$ cat src/rtl/frame_sync_ctrl.sv
// -----------------------------------------------------------------------------
// frame_sync_ctrl
//
// Frame-alignment controller. Hunts for a programmable serial sync pattern,
// confirms it over CONFIRM_N frame periods, then tracks lock with a flywheel
// that tolerates up to LOSS_N-1 consecutive missed checkpoints.
//
// Parameters:
//   PAT_W      sync pattern width in bits (2..16)
//   PAT_RST    pattern value loaded at reset
//   FRAME_LEN  bits per frame, >= PAT_W (4..256)
//   CONFIRM_N  consecutive on-time matches (first included) to lock (2..7)
//   LOSS_N     consecutive missed checkpoints that drop lock (1..7)
//
// Ports:
//   clk          in   rising-edge clock
//   rst          in   asynchronous active-low reset
//   en           in   qualifies data; one serial bit per en cycle
//   data         in   serial bit, oldest first
//   cfg_we       in   pattern load strobe (wins over en in the same cycle)
//   cfg_pattern  in   new pattern, MSB = first bit on the line
//   locked       out  high in LOCKED and FLYWHEEL
//   frame_start  out  one-cycle pulse on a confirmed on-time pattern
//   sync_err     out  one-cycle pulse on a missed checkpoint while locked
//   bit_pos      out  bit position since last pattern end (0 = just ended)
//   state        out  HUNT=0, CONFIRM=1, LOCKED=2, FLYWHEEL=3
//   loss_cnt     out  lock-loss counter, only when FRAME_SYNC_STATS_EN is
//                     defined (saturates at 16'hFFFF, cleared by cfg_we)
//
// Optional feature macro: FRAME_SYNC_STATS_EN
// -----------------------------------------------------------------------------
module frame_sync_ctrl #(
  parameter int unsigned       PAT_W     = 5,
  parameter logic [PAT_W-1:0]  PAT_RST   = 5'b10110,
  parameter int unsigned       FRAME_LEN = 16,
  parameter int unsigned       CONFIRM_N = 2,
  parameter int unsigned       LOSS_N    = 3
) (
  input  logic                         clk,
  input  logic                         rst,
  input  logic                         en,
  input  logic                         data,
  input  logic                         cfg_we,
  input  logic [PAT_W-1:0]             cfg_pattern,
  output logic                         locked,
  output logic                         frame_start,
  output logic                         sync_err,
  output logic [$clog2(FRAME_LEN)-1:0] bit_pos,
`ifdef FRAME_SYNC_STATS_EN
  output logic [15:0]                  loss_cnt,
`endif
  output logic [1:0]                   state
);

  localparam int unsigned POS_W  = $clog2(FRAME_LEN);
  localparam int unsigned FILL_W = $clog2(PAT_W);

  localparam logic [POS_W-1:0]  LAST_POS  = POS_W'(FRAME_LEN - 1);
  localparam logic [FILL_W-1:0] FILL_FULL = FILL_W'(PAT_W - 1);
  localparam logic [2:0]        HIT_TGT   = 3'(CONFIRM_N);
  localparam logic [2:0]        MISS_TGT  = 3'(LOSS_N);

  typedef enum logic [1:0] {
    ST_HUNT     = 2'd0,
    ST_CONFIRM  = 2'd1,
    ST_LOCKED   = 2'd2,
    ST_FLYWHEEL = 2'd3
  } state_t;

  // ---------------------------------------------------------------------------
  // Registers
  // ---------------------------------------------------------------------------
  state_t            r_state;
  logic [PAT_W-1:0]  r_pattern;
  logic [PAT_W-2:0]  r_sr;
  logic [FILL_W-1:0] r_fill;
  logic [POS_W-1:0]  r_bit_pos;
  logic [2:0]        r_hits;
  logic [2:0]        r_misses;
  logic              r_frame_start;
  logic              r_sync_err;

  // ---------------------------------------------------------------------------
  // Combinational decode
  // ---------------------------------------------------------------------------
  state_t            w_state_nxt;
  logic              w_frame_start_nxt;
  logic              w_sync_err_nxt;
  logic [PAT_W-1:0]  w_window;
  logic              w_match;
  logic              w_checkpoint;
  logic              w_advance;
  logic              w_hit_last;
  logic              w_miss_last;
  logic              w_in_lock;

  // The window is the candidate pattern with the incoming bit as its LSB.
  assign w_window     = {r_sr, data};
  assign w_match      = (w_window == r_pattern) && (r_fill == FILL_FULL);
  // bit_pos is pinned at 0 in HUNT, so a checkpoint only exists once aligned.
  assign w_checkpoint = (r_state != ST_HUNT) && (r_bit_pos == LAST_POS);
  // A bit is consumed only when no reconfiguration is pending this cycle.
  assign w_advance    = en && !cfg_we;
  assign w_hit_last   = (r_hits + 3'd1) == HIT_TGT;
  assign w_miss_last  = (r_misses + 3'd1) >= MISS_TGT;
  assign w_in_lock    = (r_state == ST_LOCKED) || (r_state == ST_FLYWHEEL);

  // ---------------------------------------------------------------------------
  // FSM: state register
  // ---------------------------------------------------------------------------
  // NOTE: sequential state uses non-blocking assignments so every register
  // samples the pre-edge values, independent of block ordering.
  always_ff @(posedge clk or negedge rst) begin
    if (!rst) begin
      r_state <= ST_HUNT;
    end else begin
      r_state <= w_state_nxt;
    end
  end

  // ---------------------------------------------------------------------------
  // FSM: next-state logic
  // ---------------------------------------------------------------------------
  // NOTE: a default assignment at the top of each always_comb keeps every
  // path assigned, so no latch is inferred.
  always_comb begin
    w_state_nxt = r_state;
    if (cfg_we) begin
      w_state_nxt = ST_HUNT;
    end else if (en) begin
      unique case (r_state)
        ST_HUNT: begin
          if (w_match) w_state_nxt = ST_CONFIRM;
        end
        ST_CONFIRM: begin
          if (w_checkpoint) begin
            if (!w_match)       w_state_nxt = ST_HUNT;
            else if (w_hit_last) w_state_nxt = ST_LOCKED;
          end
        end
        ST_LOCKED: begin
          if (w_checkpoint && !w_match) begin
            w_state_nxt = (LOSS_N == 1) ? ST_HUNT : ST_FLYWHEEL;
          end
        end
        ST_FLYWHEEL: begin
          if (w_checkpoint) begin
            if (w_match)          w_state_nxt = ST_LOCKED;
            else if (w_miss_last) w_state_nxt = ST_HUNT;
          end
        end
        default: w_state_nxt = ST_HUNT;
      endcase
    end
  end

  // ---------------------------------------------------------------------------
  // FSM: output logic (pulses are registered below)
  // ---------------------------------------------------------------------------
  always_comb begin
    w_frame_start_nxt = 1'b0;
    w_sync_err_nxt    = 1'b0;
    if (w_advance && w_checkpoint) begin
      unique case (r_state)
        ST_CONFIRM: w_frame_start_nxt = w_match && w_hit_last;
        ST_LOCKED,
        ST_FLYWHEEL: begin
          w_frame_start_nxt = w_match;
          w_sync_err_nxt    = !w_match;
        end
        default: ;
      endcase
    end
  end

  // ---------------------------------------------------------------------------
  // Datapath: shift register, fill counter, pattern, position, hit/miss
  // ---------------------------------------------------------------------------
  // NOTE: the pattern register is reset to PAT_RST because the detector is
  // live straight out of reset; it is a control register, not a memory.
  always_ff @(posedge clk or negedge rst) begin
    if (!rst) begin
      r_pattern     <= PAT_RST;
      r_sr          <= '0;
      r_fill        <= '0;
      r_bit_pos     <= '0;
      r_hits        <= '0;
      r_misses      <= '0;
      r_frame_start <= 1'b0;
      r_sync_err    <= 1'b0;
    end else begin
      r_frame_start <= w_frame_start_nxt;
      r_sync_err    <= w_sync_err_nxt;

      if (cfg_we) begin
        r_pattern <= cfg_pattern;
        r_sr      <= '0;
        r_fill    <= '0;
        r_bit_pos <= '0;
        r_hits    <= '0;
        r_misses  <= '0;
      end else if (en) begin
        r_sr <= w_window[PAT_W-2:0];
        if (r_fill != FILL_FULL) r_fill <= r_fill + FILL_W'(1);

        // Position restarts at every checkpoint and stays at 0 while hunting;
        // a HUNT match leaves it at 0, marking the pattern end as position 0.
        if ((r_state == ST_HUNT) || w_checkpoint) r_bit_pos <= '0;
        else                                       r_bit_pos <= r_bit_pos + POS_W'(1);

        if ((r_state == ST_HUNT) && w_match) begin
          r_hits <= 3'd1;
        end else if ((r_state == ST_CONFIRM) && w_checkpoint && w_match) begin
          r_hits <= r_hits + 3'd1;
        end

        // Misses are zero on entry to LOCKED, so +1 yields 1 on the first miss.
        if (w_state_nxt == ST_HUNT) begin
          r_misses <= '0;
        end else if (w_in_lock && w_checkpoint) begin
          r_misses <= w_match ? 3'd0 : (r_misses + 3'd1);
        end
      end
    end
  end

`ifdef FRAME_SYNC_STATS_EN
  // ---------------------------------------------------------------------------
  // Lock-loss statistics: counts falls from LOCKED/FLYWHEEL back to HUNT.
  // ---------------------------------------------------------------------------
  logic [15:0] r_loss_cnt;
  logic        w_loss_event;

  assign w_loss_event = w_advance && w_in_lock && (w_state_nxt == ST_HUNT);

  always_ff @(posedge clk or negedge rst) begin
    if (!rst) begin
      r_loss_cnt <= '0;
    end else if (cfg_we) begin
      r_loss_cnt <= '0;
    end else if (w_loss_event && (r_loss_cnt != 16'hFFFF)) begin
      r_loss_cnt <= r_loss_cnt + 16'd1;
    end
  end

  assign loss_cnt = r_loss_cnt;
`endif

  // ---------------------------------------------------------------------------
  // Outputs (all driven straight from registers)
  // ---------------------------------------------------------------------------
  assign state       = r_state;
  assign locked      = w_in_lock;
  assign frame_start = r_frame_start;
  assign sync_err    = r_sync_err;
  assign bit_pos     = r_bit_pos;

endmodule
$ cat config.mk
export PLATFORM = sky130hd
export DESIGN_NAME = frame_sync_ctrl
export DESIGN_NICKNAME = d
export VERILOG_FILES = /design/src/rtl/frame_sync_ctrl.sv
export SDC_FILE = /design/constraint.sdc
export NUM_CORES = 1
export LEC_CHECK = 0
export ABC_AREA = 1
export BUFFER_PORTS_ARGS = -buffer_cell sky130_fd_sc_hd__buf_2
export CAP_MARGIN = 5
export CORE_MARGIN = 1.5
export CORE_UTILIZATION = 30
export CTS_CLUSTER_DIAMETER = 150
export DETAILED_ROUTE_END_ITERATION = 10
export GPL_TIMING_DRIVEN = 0
export HOLD_SLACK_MARGIN = 0.08
export MAX_ROUTING_LAYER = met4
export PLACE_DENSITY = 0.52
export SETUP_SLACK_MARGIN = 0.3
export SYNTH_ARGS = -nofsm -noshare
export SYNTH_HDL_FRONTEND = slang
export SYNTH_SLANG_ARGS = --single-unit
$ cat constraint.sdc
create_clock -name clk -period 2.3 [get_ports clk]
set_input_delay 0 -clock clk [delete_from_list [all_inputs] [get_ports clk]]
set_output_delay 0 -clock clk [all_outputs]
set_load 0.01 [all_outputs]
==> flow_summary.toml, run 1 <==
[cells_and_area]
nNetsFinal = 252
design_area_um2 = 2030
fin_util_pct = 39.1
fillCellCount = 554
antenna_cells = 0
final_common_cell = "nand2_1"
stdcell_count = 304
mostFrequentLayoutCells = "55 x nand2_1, 27 x inv_1, 23 x dfrtp_1, 18 x buf_2"
final_layout_size_suffix_gt1_share_pct = 30.3
areaGrowthSynthToFinish_pct = 23.7

[cts]
clk_pin_slew_worst_paths_ns = 0.10
cts_tree = "built"
cts_sinks = 26
cts_root_buf = "clkbuf_8"
htree_levels = 1
clkLatencyLatePin_ns = 0.28
cts_buffers = 3
clockBufferDepth = 2

[floorplan]
ioPinCount = 19
dieWidth_um = 77.0
core_um2 = 5200
die_area_um2 = 5930
die_h_um = 77.0
placementRows = 26
start_util_pct = 31.6

[yosys]
synth_warnings = 0
synth_cell_types = 30
synth_seq_cells = 26
syn_area_um2 = 1640
synth_area_leaders = "dfrtp_1 35%, nand2_1 13%, inv_1 6.4%, ha_1 5.3%, dfstp_2 4.8%"
synth_seq_area_share_pct = 39.8
synth_top_area_share_pct = 35.0
synthCells = 203
synth_top_cell_by_area = "dfrtp_1"
syn-num-nets = 220
syn_area_per_cell_um2 = 8.10

[global_routing]
met3_usage_pct = 1.79
use_met2_pct = 21.9
grt_pass1_vias = 1418
busiest_layer = "met2"
grt_use_total_pct = 13.5
antenna_found_initial = 0
overflow = 0
met1_usage_pct = 17.3
grt_pass1_wl_um = 6330
grt_max_degree = 27

[worst_setup_path]
crit_slowest_cell = "dfrtp_1"
crit_type = "reg -> reg"
crit_fanout = 5
cp_cell_sequence = "ha_1 > nand3_4 > inv_2 > nand2_2 > a21oi_2 > nand2_1 > nand2_1 > nand2_1 > a21oi_2 > nand3_4 > nand2_4 > nand2_4 > nand2_2 > nand2_1"
critical_path.max_stage_delay_ns = 0.42
crit_top_cell = "nand2_1"
worst-r2r-setup-slack_ns = 0.39
crit_buf_inv = 1
startpoint_type = "flop"
critPathArrivalTime_ns = 2.08
critPathCaptureType = "flop"
cp.required_ns = 2.47
crit_family = "simple AND/OR/NAND/NOR gates"

[route]
ant_nets = 0
wl_per_cell_um = 11.2
drt-initial-drc-count = 54
num_vias = 1338
via_per_inst = 4.40
wl_um = 3410
dr.pass1.iters = 4
drc = 0

[timing]
fin_ws_ns = 0.390
rsz0062_at_grt = "true"
fin_crit_sh_pct = 83.0
slew_headroom_pct = 59.7
slew_violations = 0
setup-violations-final = 0
fmax_mhz = 524
hold_ws_ns = 0.0911
hold_viol = 0
min_period_ns = 1.91
fin_skew_ns = 0.00773
fin_setup_tns_ns = 0
worstMarginPinSlew_ns = 0.604

[placement]
postPlaceCellArea_um2 = 1820
pre_cts_ws_ns = 0.420
hpwl_um = 2470
dp.cells = 290
gp_congestion = 0.773
port_buffers = 17

[power_and_ir_drop]
p_leak_nw = 1.04
powerDensity_nw_per_um2 = 512
ir_drop_mv = 0.230
power.total_mw = 1.04

[worst_hold_path]
holdCritPathClass = "in -> reg"

[run]
max-cap-violations = 0

[outcome]
status = "finished, final reports clean"
area by class of cell:
| class | count | area (um2) | area share (%) |
|---|---|---|---|
| multi-input cells | 136 | 860 | 42.3 |
| flip-flops and latches | 26 | 654 | 32.2 |
| repair buffers | 27 | 180 | 8.86 |
| inverters | 38 | 169 | 8.30 |
| well taps | 70 | 87.6 | 4.31 |
| clock buffers | 3 | 41.3 | 2.03 |
| clock inverters | 1 | 30.0 | 1.48 |
| plain buffers | 3 | 12.5 | 0.615 |
final timing paths:
check                                 start           to  depth (start not counted)
worst max-delay path             bit_pos[0]  r_misses[0]                         14
worst min-delay path                     en   bit_pos[0]                          4
worst max register to register   bit_pos[0]  r_misses[0]                         14
worst min register to register  r_misses[2]  r_misses[2]                          2
max in group asynchronous               rst  r_misses[0]                          2
min in group asynchronous               rst    r_fill[0]                          2
flip-flops by register name, summed over array words and instances, names as in the netlist:
signal and flops:
r_misses 3, state 2, r_sr 4, sync_err 1
frame_start 1, bit_pos 4, r_pattern 5, r_fill 3
r_hits 3
power by group:
part | leakage [nW] | switching [mW] | internal (mW)
Sequential | 0.344 | 0.0149 | 0.480
Combinational | 0.661 | 0.0882 | 0.0639
Clock | 0.0357 | 0.162 | 0.233
Total | 1.04 | 0.265 | 0.777
cell families (layout without fill, tap and decap cells):
kind of cell / after synthesis / count (layout) / synth area share [%]
AO/OA/AOI/OAI: 21 / 21 / 8.60
XOR/XNOR: 4 / 4 / 2.13
adder cells (fa/ha/maj): 7 / 7 / 5.33
buffers and inverters: 41 / 72 / 11.0
flip-flops: 26 / 26 / 39.8
AND/OR/NAND/NOR: 104 / 104 / 33.1
tightest hold or removal path, cell delays in order:
cell     delay (ns)
buf_2          0.11
nor2_2         0.09
nand2_1        0.06
o21ai_0        0.06
per-layer routing:
metal  part of all wire (%)  routed length, um
met4                    1.4                 48
met3                    1.8                 60
met5                      0                  0
met1                     51               1740
met2                     46               1560
cells in the mapped netlist:
master and n:
bufinv_16 1, a211oi_1 1, inv_1 28, dfstp_2 3, nand2_2 9, dfrtp_1 23
nand2_1 59, o21ai_0 9, nor2_4 6, xnor2_1 2, nor2_8 1, o21ai_1 1
xor2_1 2, nand4_1 5, nor4_1 1, nor3_1 1, o22ai_1 4, o41ai_2 1
a32o_1 2, nand3_1 5, nand3_4 2, a21oi_1 1, ha_1 7, clkbuf_1 2
nor2_2 3, a21oi_2 2, nand3_2 2, buf_2 1, nor2_1 10, inv_2 9
timing repair:
item	4_1_cts	5_1_grt
endpoints found under the setup margin	0	6
hold endpoints to repair	30	0
resized for setup	0	13
buffers inserted	0	2
hold buffers	8	0
Power figures use the tool's default switching activity.
==> run 2, diff against run 1 <==
- ABC_AREA: 1 -> 0
- PLACE_DENSITY: 0.52 -> 0.53
- clock period: 2.3 -> 1.7 ns (I/O delays scaled with it)
==> run 2 against run 1 <==
Effect of this change: the run now ends with negative setup slack left; via count rose by 3.3%; non-clock buffer count increased by 29; clock skew decreased by 0.0052 ns; critical path depth decreased by 7; clock power is 32% higher; synthesized area down 6.5%; worst hold slack improved by 0.076 ns; combinational power grew 84%; global-route usage increased by 1.7 points; cell count shrank 7.9%.
==> flow_summary.toml, run 2 <==
[outcome]
status = "finished, violations left"
failed_checks = "negative setup slack"

[cells_and_area]
areaGrowthSynthToFinish_pct = 48.4
fillCellCount = 468
final_layout_size_suffix_gt1_share_pct = 44.6
nNetsFinal = 231
fin_util_pct = 47.4
antenna_cells = 0
largest_reg_flops = 5
final_common_cell = "dfrtp_1"
largest_register = "r_pattern"
mostFrequentLayoutCells = "23 x dfrtp_1, 19 x buf_4, 18 x nor2_1, 17 x buf_2, 11 x nand2_1"

[power_and_ir_drop]
p_leak_nw = 1.02
powerDensity_nw_per_um2 = 643
ir_drop_mv = 0.355

[global_routing]
grt_pass1_vias = 1435
grt_max_degree = 27
grt_use_total_pct = 15.1
grt_pass1_wl_um = 6300
antenna_found_initial = 0
overflow = 0

[worst_setup_path]
reg2reg_depth = 7
startpoint_type = "flop"
critPathArrivalTime_ns = 2.13
critical_path.max_stage_delay_ns = 0.41
crit_fanout = 4
cp_cell_sequence = "ha_2 > and3_4 > a41o_1 > a311oi_2 > nand4_1 > o211ai_1 > o21ai_1"
timing.rr.end = "r_misses[1]"
cp.required_ns = 1.86
worst-r2r-setup-slack_ns = -0.27
crit_type = "reg -> reg"
r2r-start = "bit_pos[1]"
crit_slowest_cell = "dfrtp_1"
critPathCaptureType = "flop"

[yosys]
synth_top_area_share_pct = 37.4
synth_cell_types = 42
synthFlopType = "dfrtp_1"
ys_async_sr_fraction_pct = 100
synth_seq_area_share_pct = 42.6
synthCells = 160
synthTopCellsByCount = "23 x dfrtp_1, 19 x nor2_1, 15 x nand2_1"
synth_area_leaders = "dfrtp_1 37%, ha_1 5.7%, dfstp_2 5.1%, nor2_1 4.6%, mux2_2 3.7%"
syn-num-nets = 177
synth_edf_count = 0
syn_area_um2 = 1540
yosysMostFrequentCell = "dfrtp_1"
synth_top_cell_by_area = "dfrtp_1"
syn_area_per_cell_um2 = 9.61
synth_seq_cells = 26
synth_warnings = 0

[cts]
cts_sinks = 26
htree_levels = 1
clkLatencyLatePin_ns = 0.27
cts_root_buf = "clkbuf_8"
cts_tree = "built"
clockBufferDepth = 2
cts_buffers = 3
clk_pin_slew_worst_paths_ns = 0.10

[timing]
worstMarginPinSlew_ns = 0.652
slew_headroom_pct = 56.6
rsz0062_at_grt = "true"
hold_viol = 0
min_period_ns = 1.97
setup-violations-final = 9
slew_violations = 0
fmax_mhz = 508
fin_setup_tns_ns = -1.58
fin_crit_sh_pct = 116
fin_skew_ns = 0.00249
fin_ws_ns = -0.267
hold_ws_ns = 0.167

[placement]
port_buffers = 17
hpwl_um = 2540
gp_congestion = 0.833

[route]
num_vias = 1382
drt-initial-drc-count = 40
wl_um = 4000
dr.pass1.iters = 4
drc = 0
via_per_inst = 4.94
wl_per_cell_um = 14.3
ant_nets = 0

[floorplan]
die_h_um = 74.6
core_um2 = 4820
placementRows = 25
ioPinCount = 19
dieWidth_um = 74.6
die_area_um2 = 5560
start_util_pct = 31.9

[worst_hold_path]
min_to = "sync_err"
hp-start = "en"
holdCritPathClass = "in -> reg"
holdPathStages = 3

[run]
max-cap-violations = 0
run 2: worst max-delay path by stage:
stage / from / to / slack [ns]
final: bit_pos[1] / r_misses[1] / -0.27
after global routing: bit_pos[1] / r_misses[1] / -0.37
after CTS: r_hits[0] / r_misses[1] / -0.29
after detailed placement: r_hits[0] / r_misses[1] / -0.33
after global placement: r_hits[0] / r_misses[1] / -0.30
after floorplan: bit_pos[0] / r_misses[1] / -0.1
run 2: per-layer routing:
metal / global-route usage, % / up-vias / wire (um)
met3: 2.98 / 4 / 90
met2: 28.4 / 24 / 2170
met1: 16.8 / 682 / 1710
met4: 2.42 / 0 / 31
li1: - / 672 / -
met5: - / - / 0
run 2: layout make-up:
type                       count  area [um2]  share of cell area (%)
clock buffer                   3        41.3                    1.81
tap                           67        83.8                    3.67
clock inverter                 1        30.0                    1.32
buffer                        10        75.1                    3.29
inverter                       9        33.8                    1.48
multi-input combinational    115         998                    43.7
timing repair buffer          49         365                    16.0
sequential                    26         654                    28.7
run 2: kinds of logic (layout without fill, tap and decap cells):
kind of cell               Yosys count  count (layout)  synth area share [%]
AOI/OAI and AO/OA                   32              32                  16.6
buffers and inverters               19              72                  5.21
muxes                                9               9                  6.27
DFF                                 26              26                  42.6
and+or+nand+nor                     59              59                  19.1
xor gates and xnor gates             8               8                  4.56
adders and majority gates            7               7                  5.70
run 2: worst max-delay path: cells and delay by family (launching register included):
family | cells | cell delay (ns)
AO/OA/AOI/OAI | 4 | 0.84
adder cells (fa/ha/maj) | 1 | 0.19
flip-flops | 1 | 0.41
AND/OR/NAND/NOR | 2 | 0.41
run 2: per-stage QoR:
stage	worst slack, ns	power, mW	area (um2)	cells
after CTS	-0.290	1.46	2110	271
after global placement	-0.304	0.876	1750	244
after detailed placement	-0.331	0.882	1750	244
after floorplan	-0.0977	0.816	1580	160
after global routing	-0.374	1.53	2280	280
final	-0.267	1.47	2280	280
run 2: power breakdown:
group	internal, mW	leakage [nW]	switching [mW]
clock	0.315	0.0357	0.207
sequential	0.647	0.344	0.0193
combinational	0.127	0.644	0.152
run 2: what timing repair did:
item,CTS,global route
hold buffers,7,0
hold endpoints to repair,29,0
pin swaps,16,14
setup endpoints to repair,12,20
resized for setup,21,25
buffers inserted,16,9
==> run 3, diff against run 2 <==
- CORE_ASPECT_RATIO: not set -> 0.5
==> run 3 against run 2 <==
Effect of this change: the run still ends with negative setup slack left; critical endpoint is now r_misses[2]; combinational power is 11% higher; count of clock-buffer cells in the layout is the same; critical path depth down 1; highest routed layer unchanged; sequential share of layout area hardly changed; non-clock buffer count down 1; first-iteration DRC count up 110%; critical path type unchanged; largest power group unchanged; final area shrank 0.16%; die area up 0.47%.
==> flow_summary.toml, run 3 (synthesized netlist as in run 2, its figures left out) <==
[outcome]
status = "finished, violations left"
failed_checks = "negative setup slack"

[placement]
postPlaceCellArea_um2 = 1750
dp.cells = 247
port_buffers = 17
pre_cts_ws_ns = -0.284
gp_congestion = 0.827
hpwl_um = 2430

[timing]
slew_violations = 0
min_period_ns = 1.98
slew_headroom_pct = 60.1
fin_skew_ns = 0.00950
hold_ws_ns = 0.132
fin_crit_sh_pct = 116
setup-violations-final = 9
hold_viol = 0
fin_ws_ns = -0.279
rsz0062_at_grt = "true"
fmax_mhz = 505
worstMarginPinSlew_ns = 0.598

[worst_setup_path]
r2r-start = "bit_pos[0]"
worst-r2r-setup-slack_ns = -0.28
critPathArrivalTime_ns = 2.16
cp.required_ns = 1.88
critPathCaptureType = "flop"
crit_type = "reg -> reg"
crit_fanout = 7
timing.rr.end = "r_misses[2]"
crit_family = "compound AO/OA/AOI/OAI gates"
cp_cell_sequence = "ha_2 > nand3_1 > a32oi_1 > nand4_1 > a32oi_1 > nor2_1"
crit_slowest_cell = "a32oi_1"
critical_path.max_stage_delay_ns = 0.41
crit_buf_inv = 0
reg2reg_depth = 6
crit_top_cell = "a32oi_1"
startpoint_type = "flop"

[run]
max-cap-violations = 0

[cells_and_area]
largest_reg_flops = 5
largest_register = "r_pattern"
mostFrequentLayoutCells = "23 x dfrtp_1, 17 x buf_2, 17 x buf_4, 16 x nor2_1, 12 x nand2_1"
ff_latch_area_um2 = 654
nNetsFinal = 230
areaGrowthSynthToFinish_pct = 48.2
final_layout_size_suffix_gt1_share_pct = 43.4
multiInputGateArea_um2 = 991
stdcell_count = 282
design_area_um2 = 2280
fillCellCount = 471
antenna_cells = 0
final_common_cell = "dfrtp_1"

[route]
num_vias = 1405
via_per_inst = 4.98
dr.pass1.iters = 4
wl_per_cell_um = 14.1
ant_nets = 0
drt-initial-drc-count = 82
drc = 0
wl_um = 3990

[worst_hold_path]
holdCritPathClass = "in -> reg"
hp-start = "en"
holdPathStages = 3
min_to = "sync_err"

[power_and_ir_drop]
pwr-share-comb_pct = 20.6
power_frac_seq_pct = 44.2
internal_power_mw = 1.11
powerDensity_nw_per_um2 = 663
power.share.switching_pct = 26.5
p_sw_mw = 0.400
clock_power_share_pct = 35.3
p_leak_nw = 1.01
ir_drop_mv = 0.303
power.total_mw = 1.51

[floorplan]
die_area_um2 = 5590
core_um2 = 4930
ioPinCount = 19
die_h_um = 53.6
start_util_pct = 31.2
dieWidth_um = 104
placementRows = 18

[cts]
cts_root_buf = "clkbuf_8"
clockBufferDepth = 2
cts_tree = "built"
clk_pin_slew_worst_paths_ns = 0.10
clkLatencyLatePin_ns = 0.28
cts_sinks = 26
htree_levels = 1
cts_buffers = 3

[global_routing]
grt_pass1_wl_um = 6600
antenna_found_initial = 0
grt_max_degree = 27
grt_use_total_pct = 15.8
overflow = 0
grt_pass1_vias = 1399
[run 3: layout make-up]
class                   instances  area share [%]
clock buffers                   3            1.81
inverters                       9            1.48
well taps                      70            3.84
flip-flops and latches         26            28.7
clock inverters                 1            1.32
repair buffers                 48            15.9
multi-input cells             115            43.5
plain buffers                  10            3.46
[run 3: worst max-delay path by stage]
stage / depth (start not counted) / end / slack (ns) / start
4_1_cts: 9 / r_hits[2] / -0.24 / r_fill[0]
5_1_grt: 7 / r_misses[1] / -0.40 / bit_pos[0]
3_5_place_dp: 7 / r_misses[1] / -0.28 / r_hits[0]
3_3_place_gp: 7 / r_misses[1] / -0.30 / r_hits[0]
6_report: 6 / r_misses[2] / -0.28 / bit_pos[0]
2_1_floorplan: 7 / r_misses[1] / -0.1 / bit_pos[0]
[run 3: per-stage QoR]
stage	utilization (%)	setup TNS, ns
global placement	35.6	-1.83
finish	46.2	-1.67
floorplan	-	-0.403
global route	46.2	-2.89
detailed placement	35.6	-1.83
CTS	43.5	-1.45
[run 3: power by group through the flow]
stage                     combinational [mW]  sequential (mW)  clock (mW)
after floorplan                        0.140            0.676           0
after global placement                 0.201            0.676           0
after detailed placement               0.203            0.677           0
after CTS                              0.276            0.666       0.549
after global routing                   0.339            0.671       0.585
final                                  0.311            0.667       0.532
[run 3: worst min-delay path: cells and delay by family]
family	cells	cell delay, ns
and+or+nand+nor	2	0.26
buffers and inverters	1	0.14
[run 3: what timing repair did]
action | CTS | global route
setup endpoints to repair | 12 | 20
hold buffers | 7 | 0
pin swaps | 20 | 12
hold endpoints to repair | 29 | 0
resized for setup | 24 | 22
buffers inserted | 20 | 4
[run 3: per-layer routing]
metal	track usage, %	part of all wire, %
met4	6.02	1.7
met3	3.03	1.8
met1	18.6	46
met2	27.8	51
met5	-	0
